[config.mk]
export PLATFORM = sky130hd
export DESIGN_NAME = immgen_stage_flat
export DESIGN_NICKNAME = d
export VERILOG_FILES = /design/src/rtl/immgen_if.sv /design/src/rtl/immgen_stage.sv /design/src/flat_wrapper.sv
export SDC_FILE = /design/constraint.sdc
export NUM_CORES = 1
export LEC_CHECK = 0
export ABC_AREA = 1
export BUFFER_PORTS_ARGS = -buffer_cell sky130_fd_sc_hd__buf_2
export CAP_MARGIN = 25
export CORE_MARGIN = 2
export CORE_UTILIZATION = 50
export CTS_CLUSTER_DIAMETER = 50
export DETAILED_ROUTE_END_ITERATION = 8
export HOLD_SLACK_MARGIN = 0.05
export PLACE_DENSITY = 0.81
export SLEW_MARGIN = 10
export SYNTH_ARGS = -nofsm -noshare
export SYNTH_HDL_FRONTEND = slang
export SYNTH_SLANG_ARGS = --single-unit
[constraint.sdc]
create_clock -name clk -period 2.8 [get_ports clk]
set_input_delay 0.42 -clock clk [delete_from_list [all_inputs] [get_ports clk]]
set_output_delay 0.42 -clock clk [all_outputs]
set_load 0.1 [all_outputs]
[src/rtl/immgen_if.sv]
// Handshake bundle for the immediate-generation stage: instruction/tag in,
// registered immediate/format/tag out.
interface immgen_if #(
    parameter int XLEN  = 32,
    parameter int TAG_W = 32
);
    logic             in_valid;
    logic             in_ready;
    logic [31:0]      in_instr;
    logic [TAG_W-1:0] in_tag;

    logic             out_valid;
    logic             out_ready;
    logic [XLEN-1:0]  out_imm;
    logic [2:0]       out_fmt;
    logic             out_illegal;
    logic [TAG_W-1:0] out_tag;

    // master: fetch side plus downstream consumer; slave: the stage itself
    modport master (
        output in_valid, in_instr, in_tag, out_ready,
        input  in_ready, out_valid, out_imm, out_fmt, out_illegal, out_tag
    );

    modport slave (
        input  in_valid, in_instr, in_tag, out_ready,
        output in_ready, out_valid, out_imm, out_fmt, out_illegal, out_tag
    );
endinterface

[src/rtl/immgen_stage.sv]
// RISC-V immediate generator: combinational decode of every base-ISA
// immediate format followed by a single-entry valid/ready slice with flush.
module immgen_stage #(
    parameter int XLEN  = 32,
    parameter int TAG_W = 32
) (
    input  logic      clk,
    input  logic      reset,
    input  logic      flush,
    immgen_if.slave   bus
);

    typedef enum logic [2:0] {
        FMT_NONE  = 3'd0,
        FMT_I     = 3'd1,
        FMT_S     = 3'd2,
        FMT_B     = 3'd3,
        FMT_U     = 3'd4,
        FMT_J     = 3'd5,
        FMT_SHAMT = 3'd6
    } fmt_e;

    localparam logic [6:0] OPC_LOAD   = 7'b0000011;
    localparam logic [6:0] OPC_OP_IMM = 7'b0010011;
    localparam logic [6:0] OPC_JALR   = 7'b1100111;
    localparam logic [6:0] OPC_STORE  = 7'b0100011;
    localparam logic [6:0] OPC_BRANCH = 7'b1100011;
    localparam logic [6:0] OPC_LUI    = 7'b0110111;
    localparam logic [6:0] OPC_AUIPC  = 7'b0010111;
    localparam logic [6:0] OPC_JAL    = 7'b1101111;

    logic [6:0]       opcode;
    logic [2:0]       funct3;
    logic [31:0]      instr;
    logic [31:0]      imm32_d;
    logic [XLEN-1:0]  imm_d;
    fmt_e             fmt_d;
    logic             illegal_d;
    logic             accept;

    logic             valid_q;
    logic [XLEN-1:0]  imm_q;
    fmt_e             fmt_q;
    logic             illegal_q;
    logic [TAG_W-1:0] tag_q;

    assign instr  = bus.in_instr;
    assign opcode = instr[6:0];
    assign funct3 = instr[14:12];

    // Every format is built as a signed 32-bit value first; the shift amount
    // keeps its top bit clear so the widening below zero-extends it.
    always_comb begin
        imm32_d   = '0;
        fmt_d     = FMT_NONE;
        illegal_d = 1'b0;
        case (opcode)
            OPC_LOAD, OPC_JALR: begin
                imm32_d = {{20{instr[31]}}, instr[31:20]};
                fmt_d   = FMT_I;
            end
            OPC_OP_IMM: begin
                if (funct3 == 3'b001 || funct3 == 3'b101) begin
                    imm32_d = (XLEN == 64) ? {26'b0, instr[25:20]}
                                           : {27'b0, instr[24:20]};
                    fmt_d   = FMT_SHAMT;
                end else begin
                    imm32_d = {{20{instr[31]}}, instr[31:20]};
                    fmt_d   = FMT_I;
                end
            end
            OPC_STORE: begin
                imm32_d = {{20{instr[31]}}, instr[31:25], instr[11:7]};
                fmt_d   = FMT_S;
            end
            OPC_BRANCH: begin
                imm32_d = {{19{instr[31]}}, instr[31], instr[7],
                           instr[30:25], instr[11:8], 1'b0};
                fmt_d   = FMT_B;
            end
            OPC_LUI, OPC_AUIPC: begin
                imm32_d = {instr[31:12], 12'b0};
                fmt_d   = FMT_U;
            end
            OPC_JAL: begin
                imm32_d = {{11{instr[31]}}, instr[31], instr[19:12],
                           instr[20], instr[30:21], 1'b0};
                fmt_d   = FMT_J;
            end
            default: begin
                illegal_d = 1'b1;
            end
        endcase
    end

    assign imm_d = XLEN'($signed(imm32_d));

    assign bus.in_ready = !valid_q || bus.out_ready;
    assign accept       = bus.in_valid && bus.in_ready;

    // Priority: reset, then flush, then fill, then drain; data only moves on fill.
    always_ff @(posedge clk) begin
        if (reset) begin
            valid_q   <= 1'b0;
            imm_q     <= '0;
            fmt_q     <= FMT_NONE;
            illegal_q <= 1'b0;
            tag_q     <= '0;
        end else if (flush) begin
            valid_q   <= 1'b0;
        end else if (accept) begin
            valid_q   <= 1'b1;
            imm_q     <= imm_d;
            fmt_q     <= fmt_d;
            illegal_q <= illegal_d;
            tag_q     <= bus.in_tag;
        end else if (bus.out_ready) begin
            valid_q   <= 1'b0;
        end
    end

    assign bus.out_valid   = valid_q;
    assign bus.out_imm     = imm_q;
    assign bus.out_fmt     = fmt_q;
    assign bus.out_illegal = illegal_q;
    assign bus.out_tag     = tag_q;

endmodule
[src/flat_wrapper.sv]
// flat-port wrapper written by rule: the top's interface ports become plain ports
module immgen_stage_flat 
#(
    parameter int XLEN  = 32,
    parameter int TAG_W = 32
)
  (clk, reset, flush, bus_in_valid, bus_in_instr, bus_in_tag, bus_out_ready, bus_in_ready, bus_out_valid, bus_out_imm, bus_out_fmt, bus_out_illegal, bus_out_tag);
  immgen_if #(.XLEN(XLEN), .TAG_W(TAG_W)) bus_i ();
  input  logic clk;
  input  logic reset;
  input  logic flush;
  input wire logic [$bits(bus_i.in_valid)-1:0] bus_in_valid;
  input wire logic [$bits(bus_i.in_instr)-1:0] bus_in_instr;
  input wire logic [$bits(bus_i.in_tag)-1:0] bus_in_tag;
  input wire logic [$bits(bus_i.out_ready)-1:0] bus_out_ready;
  output wire logic [$bits(bus_i.in_ready)-1:0] bus_in_ready;
  output wire logic [$bits(bus_i.out_valid)-1:0] bus_out_valid;
  output wire logic [$bits(bus_i.out_imm)-1:0] bus_out_imm;
  output wire logic [$bits(bus_i.out_fmt)-1:0] bus_out_fmt;
  output wire logic [$bits(bus_i.out_illegal)-1:0] bus_out_illegal;
  output wire logic [$bits(bus_i.out_tag)-1:0] bus_out_tag;
  assign bus_i.in_valid = bus_in_valid;
  assign bus_i.in_instr = bus_in_instr;
  assign bus_i.in_tag = bus_in_tag;
  assign bus_i.out_ready = bus_out_ready;
  assign bus_in_ready = bus_i.in_ready;
  assign bus_out_valid = bus_i.out_valid;
  assign bus_out_imm = bus_i.out_imm;
  assign bus_out_fmt = bus_i.out_fmt;
  assign bus_out_illegal = bus_i.out_illegal;
  assign bus_out_tag = bus_i.out_tag;
  immgen_stage #(.XLEN(XLEN), .TAG_W(TAG_W)) u_core (.clk(clk), .reset(reset), .flush(flush), .bus(bus_i));
endmodule
==> reports/metrics.yaml, run 1 <==
outcome: "finished clean"
port_buffers: 138
timing.rr.start: "u_core.bus.out_valid"
cp_max_fo: 21
yosysSeqAreaShare_pct: 38.2
maxSlewHeadroom_pct: 51.0
cts_buffers: 9
fmax_ghz: 0.584
overflow: 0
postCtsHoldBufs: 0
die-width_um: 89.0
grt_max_degree: 74
ys_ff_latch: 69
hold_start: "flush"
cp.required_ns: 3.07
cap_violations: 0
finalHoldViolations: 0
hold_path.class: "primary input to flop"
gp_congestion: 0.938
fin_crit_ns: 1.71
cts.clk_slew.worst_paths_ns: 0.07
cts_resized: 0
synth_cells: 528
hpwl_um: 6600
startpoint: "bus_in_instr[6]"
initial_utilization_pct: 50.7
wl_per_cell_um: 12.3
io_pins: 139
grt_pass1_vias: 3219
timing.final.crit_share_pct: 61.2
dpl_cell_area_um2: 4240
rsz0062_at_grt: "false"
final_cell_mix: "buf_2, nand2_1, nor2_1"
synth_cell_type_count: 26
syn_to_final_growth_pct: 23.6
num-nets-final: 715
irDropWorstVdd_mv: 0.514
power_density_nw_per_um2: 558
syn-mean-instance-area_um2: 6.85
postRouteAntennaNets: 0
wirelength_um: 9220
cp-start-kind: "primary input"
fin_area_um2: 4470
leakage_nw: 2.30
finalClockSkew_ns: 0.0142
cts_htree_levels: 3
route.vias.total: 3755
grt_pass1_wl_um: 14400
worstSkewPairLatency_ns: 0.35
synth_warnings: 0
slew_viol_final: 0
setup_viol: 0
drt-initial-drc-count: 246
critPathCaptureType: "flop"
setup.worst_path.class: "primary input to flop"
fp-row-count: 31
setup_tns_ns: 0
drc: 0
tightest_slew_ns: 0.735
cts-root-buf: "clkbuf_8"
via_per_inst: 5.01
cts_sinks: 69
design.die.area_um2: 7930
final_common_cell: "buf_2"
synth.cell_area_um2: 3620
synth_nets: 597
cts_tree: "yes"
die_y_um: 89.0
placeableCoreArea_um2: 7140
antenna_found_initial: 0
arrival_ns: 1.98
clock_path_buffers: 2
drtPass1Iterations: 5
n_antenna_cell: 0
track_usage_pct: 22.8
drive_above_1_share_pct: 32.4
cts_setup_buffers: 0
==> critical path: stages <==
cell and delay (ns):
buf_2 0.13, inv_2 0.08, nand2_2 0.07, nor2_2 0.42
nand3_1 0.16, nand3_2 0.10, nand2_2 0.23, nand2_1 0.16
nand2_1 0.07, a21oi_1 0.13
==> cells in the mapped netlist <==
cell type | n | area, um2
a211oi_1 | 1 | 7.51
a21oi_1 | 21 | 105
a21oi_2 | 15 | 131
buf_12 | 1 | 20.0
buf_2 | 11 | 55.1
buf_4 | 4 | 30.0
buf_6 | 7 | 78.8
clkbuf_1 | 13 | 48.8
clkinv_1 | 1 | 3.75
dfxtp_1 | 69 | 1380
inv_1 | 22 | 82.6
inv_2 | 5 | 18.8
nand2_1 | 128 | 480
nand2_2 | 6 | 37.5
nand2_4 | 2 | 22.5
nand3_1 | 54 | 270
nand3_2 | 8 | 80.1
nand3b_1 | 4 | 30.0
nand4_1 | 7 | 43.8
nor2_1 | 92 | 345
nor2_2 | 12 | 75.1
nor2_4 | 2 | 22.5
nor2_8 | 1 | 20.0
o21ai_0 | 35 | 175
o21ai_1 | 1 | 5.00
o21bai_1 | 6 | 45.0
==> cell families after synthesis <==
group / Yosys count / share of synthesized area, %
AOI/OAI and AO/OA: 79 / 13.0
buffers and inverters: 64 / 9.34
DFF: 69 / 38.2
and+or+nand+nor: 316 / 39.5
==> path summary, 6_finish.rpt <==
check / endpoint / cells past startpoint / slack (ns)
worst max register to register: u_core.bus.out_tag[4] / 8 / 1.14
worst max-delay path: u_core.bus.out_imm[31] / 10 / 1.09
worst min-delay path: u_core.bus.out_valid / 2 / 0.26
worst min register to register: u_core.bus.out_imm[2] / 2 / 0.46
==> through the flow <==
stage                     hold slack, ns  utilization, %  power [mW]  cells  worst slack (ns)
after floorplan                    0.498               -        1.47    528             0.357
after global placement             0.451            59.4        1.58    734             0.793
after detailed placement           0.455            59.4        1.58    734             0.749
after CTS                          0.248            62.6        2.51    750              1.08
after global routing               0.259            62.6        2.59    750             0.910
final                              0.258            62.6        2.49    750              1.09
==> registers in the layout, summed over array words and instances, names as in the netlist <==
register,count
u_core.bus.out_valid,1
u_core.bus.out_illegal,1
u_core.bus.out_imm,32
u_core.bus.out_fmt,3
u_core.bus.out_tag,32
==> power breakdown <==
part           internal [mW]  switching, mW  leakage [nW]
clock                  0.534          0.399         0.113
combinational          0.103          0.426          1.62
sequential              1.02         0.0166         0.562
==> area by class of cell <==
| cell class | instances | area [um2] |
|---|---|---|
| Fill cell | 699 | 2670 |
| Multi-Input combinational cell | 395 | 1900 |
| Sequential cell | 69 | 1380 |
| Timing Repair Buffer | 143 | 728 |
| Clock buffer | 10 | 138 |
| Tap cell | 99 | 124 |
| Inverter | 28 | 105 |
| Clock inverter | 6 | 93.8 |
==> metal layers <==
| layer | up-vias | track usage, % | wire (um) |
|---|---|---|---|
| met5 | - | 0 | 0 |
| li1 | 1929 | - | - |
| met3 | 19 | 3.97 | 537 |
| met4 | 0 | 9.63 | 178 |
| met2 | 127 | 36.4 | 4410 |
| met1 | 1680 | 30.4 | 4090 |
Power figures use the tool's default switching activity.
==> inputs of run 2 (changes only) <==
--- a/config.mk
+++ b/config.mk
@@ -9,11 +9,11 @@
 export BUFFER_PORTS_ARGS = -buffer_cell sky130_fd_sc_hd__buf_2
 export CAP_MARGIN = 25
 export CORE_MARGIN = 2
-export CORE_UTILIZATION = 50
+export CORE_UTILIZATION = 44
 export CTS_CLUSTER_DIAMETER = 50
 export DETAILED_ROUTE_END_ITERATION = 8
 export HOLD_SLACK_MARGIN = 0.05
-export PLACE_DENSITY = 0.81
+export PLACE_DENSITY = 0.76
 export SLEW_MARGIN = 10
 export SYNTH_ARGS = -nofsm -noshare
 export SYNTH_HDL_FRONTEND = slang
==> constraint.sdc (replaced) <==
create_clock -name clk -period 1.45 [get_ports clk]
set_input_delay 0.2175 -clock clk [delete_from_list [all_inputs] [get_ports clk]]
set_output_delay 0.2175 -clock clk [all_outputs]
set_load 0.1 [all_outputs]
==> run 2 against run 1 <==
  * Critical path depth down 5
  * Register-to-register slack worse by 1.0 ns
  * Combinational power up 100%
  * First-iteration DRC count up 8.1%
  * Global-route usage down 1.3 points
  * Sequential power up 94%
  * Critical endpoint is now bus_in_ready
  * Largest cell class unchanged
  * Highest routed layer unchanged
==> reports/metrics.yaml, run 2 (synthesis results as in run 1) <==
outcome: "finished clean"
num-nets-final: 730  # +2.1%
rr_worst_depth: 7  # -1
final_common_cell: "buf_2"
crit_buf_inv: 4  # +2
p_int_mw: 2.90  # +76%
die_y_um: 94.7  # +6.3%
design.die.area_um2: 8960  # +13%
drtPass1Iterations: 5  # unchanged
cts_tree: "yes"
setup.worst_path.class: "flop to output pin"
final_cell_mix: "buf_2, nand2_1, nor2_1"
p_clk_share_pct: 32.5  # -4.9 points
critical_path.top_delay_family: "buffers and inverters"
overflow: 0  # unchanged
pwr-share-seq_pct: 44.1  # +2.7 points
pre_cts_ws_ns: -0.0348  # -0.784 ns
timing.final.crit_share_pct: 98.3
n_antenna_cell: 0  # unchanged
wirelength_um: 9590  # +4.0%
wl_per_cell_um: 12.4  # +1.3%
cts_buffers: 9  # unchanged
fin_crit_ns: 1.43
tightest_slew_ns: 0.505  # -0.230 ns
power_mw: 4.53  # +81%
slew_viol_final: 0  # unchanged
clock_path_buffers: 2  # unchanged
power_density_nw_per_um2: 986  # +77%
placeableCoreArea_um2: 8090  # +13%
syn_to_final_growth_pct: 27.0
worstSkewPairLatency_ns: 0.35  # about the same
track_usage_pct: 21.4  # -1.3 points
port_buffers: 138  # unchanged
cp.depth: 5  # -5
cts-root-buf: "clkbuf_8"
min_path_cells: 3  # +1
r2r_setup_slack_ns: 0.11  # -1.03 ns
place_inst: 754  # +2.7%
cts_sinks: 69  # unchanged
finalHoldViolations: 0  # unchanged
fp-row-count: 33  # +6.5%
cts.clk_slew.worst_paths_ns: 0.08  # about the same
finalClockSkew_ns: 0.0105  # -0.00373 ns
cap_violations: 0  # unchanged
n_fill_cell: 843  # +21%
postRouteAntennaNets: 0  # unchanged
timing.rr.start: "u_core.bus.out_valid"
combPwrFrac_pct: 23.4  # +2.2 points
seq_area_um2: 1390  # +0.27%
min_delay_worst_endpoint: "u_core.bus.out_tag[19]"
rsz0062_at_grt: "true"
leakage_nw: 2.36  # +2.8%
antenna_found_initial: 0  # unchanged
cp.required_ns: 1.23  # -1.84 ns
irDropWorstVdd_mv: 0.586  # +14%
layout_setup_ws_ns: 0.0245  # -1.06 ns
slowest_delay_ns: 0.35  # -0.07 ns
hold_start: "bus_in_tag[19]"
route.vias.total: 3793  # +1.0%
grt_max_degree: 64  # -14%
multi_input_area_um2: 1910  # +0.40%
cp-start-kind: "flop"
worstReg2RegEnd: "u_core.bus.out_imm[9]"
hold_slack_ns: 0.122  # -0.136 ns
maxSlewHeadroom_pct: 66.6  # +16 points
fmax_ghz: 0.702
via_per_inst: 4.93  # -1.6%
power.switching_mw: 1.62  # +93%
hold_path.class: "primary input to flop"
sw_frac_of_total_pct: 35.9  # +2.1 points
startpoint: "u_core.bus.out_valid"
cts_setup_buffers: 0  # unchanged
crit_slowest_cell: "dfxtp_4"
gp_congestion: 0.861  # -8.3%
critPathCaptureType: "output pin"
drc: 0  # unchanged
hpwl_um: 7170  # +8.5%
initial_utilization_pct: 44.7  # -6.0 points
drive_above_1_share_pct: 34.3  # +1.9 points
fin_cells: 770  # +2.7%
cp_max_fo: 2  # -90%
path_cells: "inv_2 -> nor2_4 -> clkinvlp_4 -> buf_6 -> buf_12"
grt_pass1_wl_um: 15300  # +5.9%
cts_htree_levels: 3  # unchanged
setup_viol: 0  # unchanged
die-width_um: 94.7  # +6.3%
final_util_pct: 56.7  # -5.9 points
grt_pass1_vias: 3353  # +4.2%
drt-initial-drc-count: 266  # +8.1%
arrival_ns: 1.21  # -0.77 ns
io_pins: 139  # unchanged
[run 2: final cells by class]
| class | instances | share of cell area [%] |
|---|---|---|
| multi-input combinational | 395 | 41.5 |
| timing repair buffer | 158 | 18.9 |
| inverter | 28 | 2.53 |
| sequential | 69 | 30.2 |
| tap | 105 | 2.86 |
| clock buffer | 10 | 3.24 |
| clock inverter | 5 | 0.736 |
[run 2: power by group through the flow]
stage | Combinational (mW) | Sequential [mW] | Clock (mW)
2_1_floorplan | 0.317 | 2.54 | 0
5_1_grt | 1.13 | 2.00 | 1.57
3_3_place_gp | 1.04 | 2.04 | 0
4_1_cts | 1.06 | 2.00 | 1.51
6_report | 1.06 | 2.00 | 1.47
3_5_place_dp | 1.05 | 2.04 | 0
[run 2: how the worst max path moves through the flow]
stage                             end
5_1_grt                  bus_in_ready
2_1_floorplan  u_core.bus.out_imm[23]
3_3_place_gp   u_core.bus.out_imm[30]
4_1_cts                  bus_in_ready
3_5_place_dp   u_core.bus.out_imm[28]
6_report                 bus_in_ready
[run 2: stage by stage]
step | instance area (um2) | setup TNS (ns)
floorplan | 3710 | -34.64
global placement | 4380 | 0
detailed placement | 4380 | -0.222
CTS | 4580 | 0
global route | 4590 | -0.0395
finish | 4590 | 0
[run 2: metal layers]
metal  share of wire (%)  up-vias  track usage (%)
met5                   0        -                0
met4                 1.9        0             8.94
met3                 5.7       19             4.87
met2                  51      111             35.6
met1                  42     1707             26.6
li1                    -     1956                -
[run 2: worst min-delay path, cell delays in order]
cell,delay (ns)
buf_2,0.07
o21ai_0,0.07
nor2_1,0.08
[run 2: what timing repair did]
action | 4_1_cts | 5_1_grt
pin swaps | 1 | 0
hold endpoints to repair | 1 | 0
gates resized for setup | 2 | 3
hold buffers | 1 | 0
endpoints found under the setup margin | 3 | 8
==> inputs of run 3 (changes only) <==
--- a/config.mk
+++ b/config.mk
@@ -6,14 +6,14 @@
 export NUM_CORES = 1
 export LEC_CHECK = 0
 export ABC_AREA = 1
-export BUFFER_PORTS_ARGS = -buffer_cell sky130_fd_sc_hd__buf_2
 export CAP_MARGIN = 25
 export CORE_MARGIN = 2
-export CORE_UTILIZATION = 44
+export CORE_UTILIZATION = 50
 export CTS_CLUSTER_DIAMETER = 50
 export DETAILED_ROUTE_END_ITERATION = 8
+export DONT_BUFFER_PORTS = 1
 export HOLD_SLACK_MARGIN = 0.05
-export PLACE_DENSITY = 0.76
+export PLACE_DENSITY = 0.68
 export SLEW_MARGIN = 10
 export SYNTH_ARGS = -nofsm -noshare
 export SYNTH_HDL_FRONTEND = slang
==> run 3 against run 2 <==
  * Register-to-register slack is essentially flat
  * Die area is 12% lower
  * Power grew 8.5%
  * Design area up 1.2%
  * Critical path depth increased by 2
  * Combinational power about the same
  * Critical endpoint is now u_core.bus.out_fmt[2]
==> reports/metrics.yaml, run 3 (synthesis results as in run 1) <==
outcome: "finished clean"
layout_setup_ws_ns: 0.0509  # +0.0264 ns
hpwl_um: 6400  # -11%
die-width_um: 89.0  # -5.9%
gp_congestion: 0.905  # +5.1%
num-nets-final: 678  # -7.1%
design.die.area_um2: 7930  # -12%
arrival_ns: 1.67  # +0.46 ns
fmax_ghz: 0.715  # +1.9%
drc: 0  # unchanged
rsz0062_at_grt: "false"
clock_path_buffers: 2  # unchanged
use_met3_pct: 6.93  # +2.1 points
cap_violations: 0  # unchanged
multi_input_area_um2: 1910  # unchanged
syn_to_final_growth_pct: 28.5
hold_path.class: "primary input to flop"
cp_max_fo: 63  # +61
cts_htree_levels: 3  # unchanged
port_buffers: 0  # -100%
grt.busiest_layer: "met2"
min_path_cells: 2  # -1
worstReg2RegEnd: "u_core.bus.out_imm[6]"
track_usage_pct: 23.9  # +2.5 points
startpoint: "bus_in_valid"
use_met1_pct: 31.7  # +5.1 points
power_density_nw_per_um2: 1060  # +7.3%
timing.final.crit_share_pct: 96.5  # -1.8 points
grt_pass1_vias: 3176  # -5.3%
irDropWorstVdd_mv: 0.859  # +47%
fin_cells: 712  # -7.5%
overflow: 0  # unchanged
finalHoldViolations: 0  # unchanged
final_cell_mix: "nand2_1, nor2_1, buf_4"
leakage_nw: 2.18  # -7.5%
setup.worst_path.class: "primary input to flop"
cts_buffers: 9  # unchanged
setup_viol: 0  # unchanged
grt_pass1_wl_um: 14900  # -2.6%
critPathCaptureType: "flop"
initial_utilization_pct: 50.7  # +6.0 points
postRouteAntennaNets: 0  # unchanged
n_fill_cell: 668  # -21%
cts-root-buf: "clkbuf_8"
wirelength_um: 9600  # +0.11%
drive_above_1_share_pct: 25.3  # -9.0 points
r2r_setup_slack_ns: 0.12  # about the same
n_antenna_cell: 0  # unchanged
cts_sinks: 69  # unchanged
place_inst: 674  # -11%
cts.clk_slew.worst_paths_ns: 0.08  # about the same
tightest_slew_ns: 0.391  # -0.113 ns
cts_tree: "yes"
die_y_um: 89.0  # -5.9%
grt_max_degree: 64  # unchanged
final_common_cell: "nand2_1"
timing.rr.start: "u_core.bus.out_valid"
route.vias.total: 3608  # -4.9%
fin_area_um2: 4650  # +1.2%
worstSetupEndpoint: "u_core.bus.out_fmt[2]"
rr_worst_depth: 7  # unchanged
fp-row-count: 31  # -6.1%
via_per_inst: 5.07  # +2.9%
fin_crit_ns: 1.40  # -0.0264 ns
seq_area_um2: 1390  # unchanged
placeableCoreArea_um2: 7140  # -12%
dpl_cell_area_um2: 4160  # -5.0%
antenna_found_initial: 0  # unchanged
wl_per_cell_um: 13.5  # +8.3%
io_pins: 139  # unchanged
use_met2_pct: 37.7  # +2.1 points
drtPass1Iterations: 5  # unchanged
finalClockSkew_ns: 0.0101  # -0.000430 ns
slew_viol_final: 0  # unchanged
pre_cts_ws_ns: -0.0406  # -0.00585 ns
cp.required_ns: 1.72  # +0.49 ns
drt-initial-drc-count: 199  # -25%
maxSlewHeadroom_pct: 73.8  # +7.2 points
cp-start-kind: "primary input"
worstSkewPairLatency_ns: 0.34  # about the same
## run 3: changes by cell type in the layout (fill, tap and decap cells not counted), sizes merged
cell,previous run,this run
dlygate4sd3,1,22
buf,157,84
clkinvlp,3,2
clkbuf,10,9
bufinv,0,3
clkinv,3,2
## run 3: critical path, cell delays in order
cell	delay (ns)
dlygate4sd3_1	0.54
inv_1	0.05
nor2_1	0.11
nand2_2	0.14
inv_8	0.28
o21ai_0	0.15
a21oi_1	0.13
## run 3: layout make-up
class / instances / share of cell area (%)
repair buffers: 106 / 18.9
well taps: 99 / 2.67
multi-input cells: 395 / 41.0
clock inverters: 6 / 2.40
inverters: 28 / 2.50
clock buffers: 9 / 2.67
flip-flops and latches: 69 / 29.8
## run 3: how the worst min path moves through the flow
stage	startpoint	endpoint	slack [ns]
after global placement	reset	u_core.bus.out_imm[12]	0.29
after floorplan	flush	u_core.bus.out_valid	0.29
after global routing	bus_in_tag[11]	u_core.bus.out_tag[11]	0.06
after detailed placement	reset	u_core.bus.out_imm[12]	0.29
final	bus_in_tag[21]	u_core.bus.out_tag[21]	0.05
after CTS	bus_in_tag[15]	u_core.bus.out_tag[15]	0.05
## run 3: where the power goes
part	total, mW	switching, mW	internal (mW)
Sequential	1.99	0.0231	1.96
Clock	1.89	0.758	1.14
Combinational	1.03	0.796	0.237
## run 3: what timing repair did
action                                 in CTS  in global routing
setup endpoints to repair                  10                 25
hold buffers                               23                  0
endpoints found under the hold margin      55                  0
gates resized for setup                     1                  2
buffers inserted                            0                  0
pin swaps                                   0                  0
## run 3: stage by stage
step           TNS [ns]  utilization [%]  hold slack, ns  power, mW
2_1_floorplan    -34.64                -           0.286       2.86
3_3_place_gp          0             58.3           0.286       2.97
3_5_place_dp    -0.0725             58.3           0.289       2.98
4_1_cts               0             65.0          0.0505       4.93
5_1_grt               0             65.1          0.0579       5.09
6_report              0             65.1          0.0517       4.91
## run 3: layer usage
layer / part of all wire [%] / vias to the layer above
met5: 0 / -
met4: 2.0 / 0
met1: 43 / 1596
li1: - / 1857
met2: 47 / 135
met3: 7.2 / 20
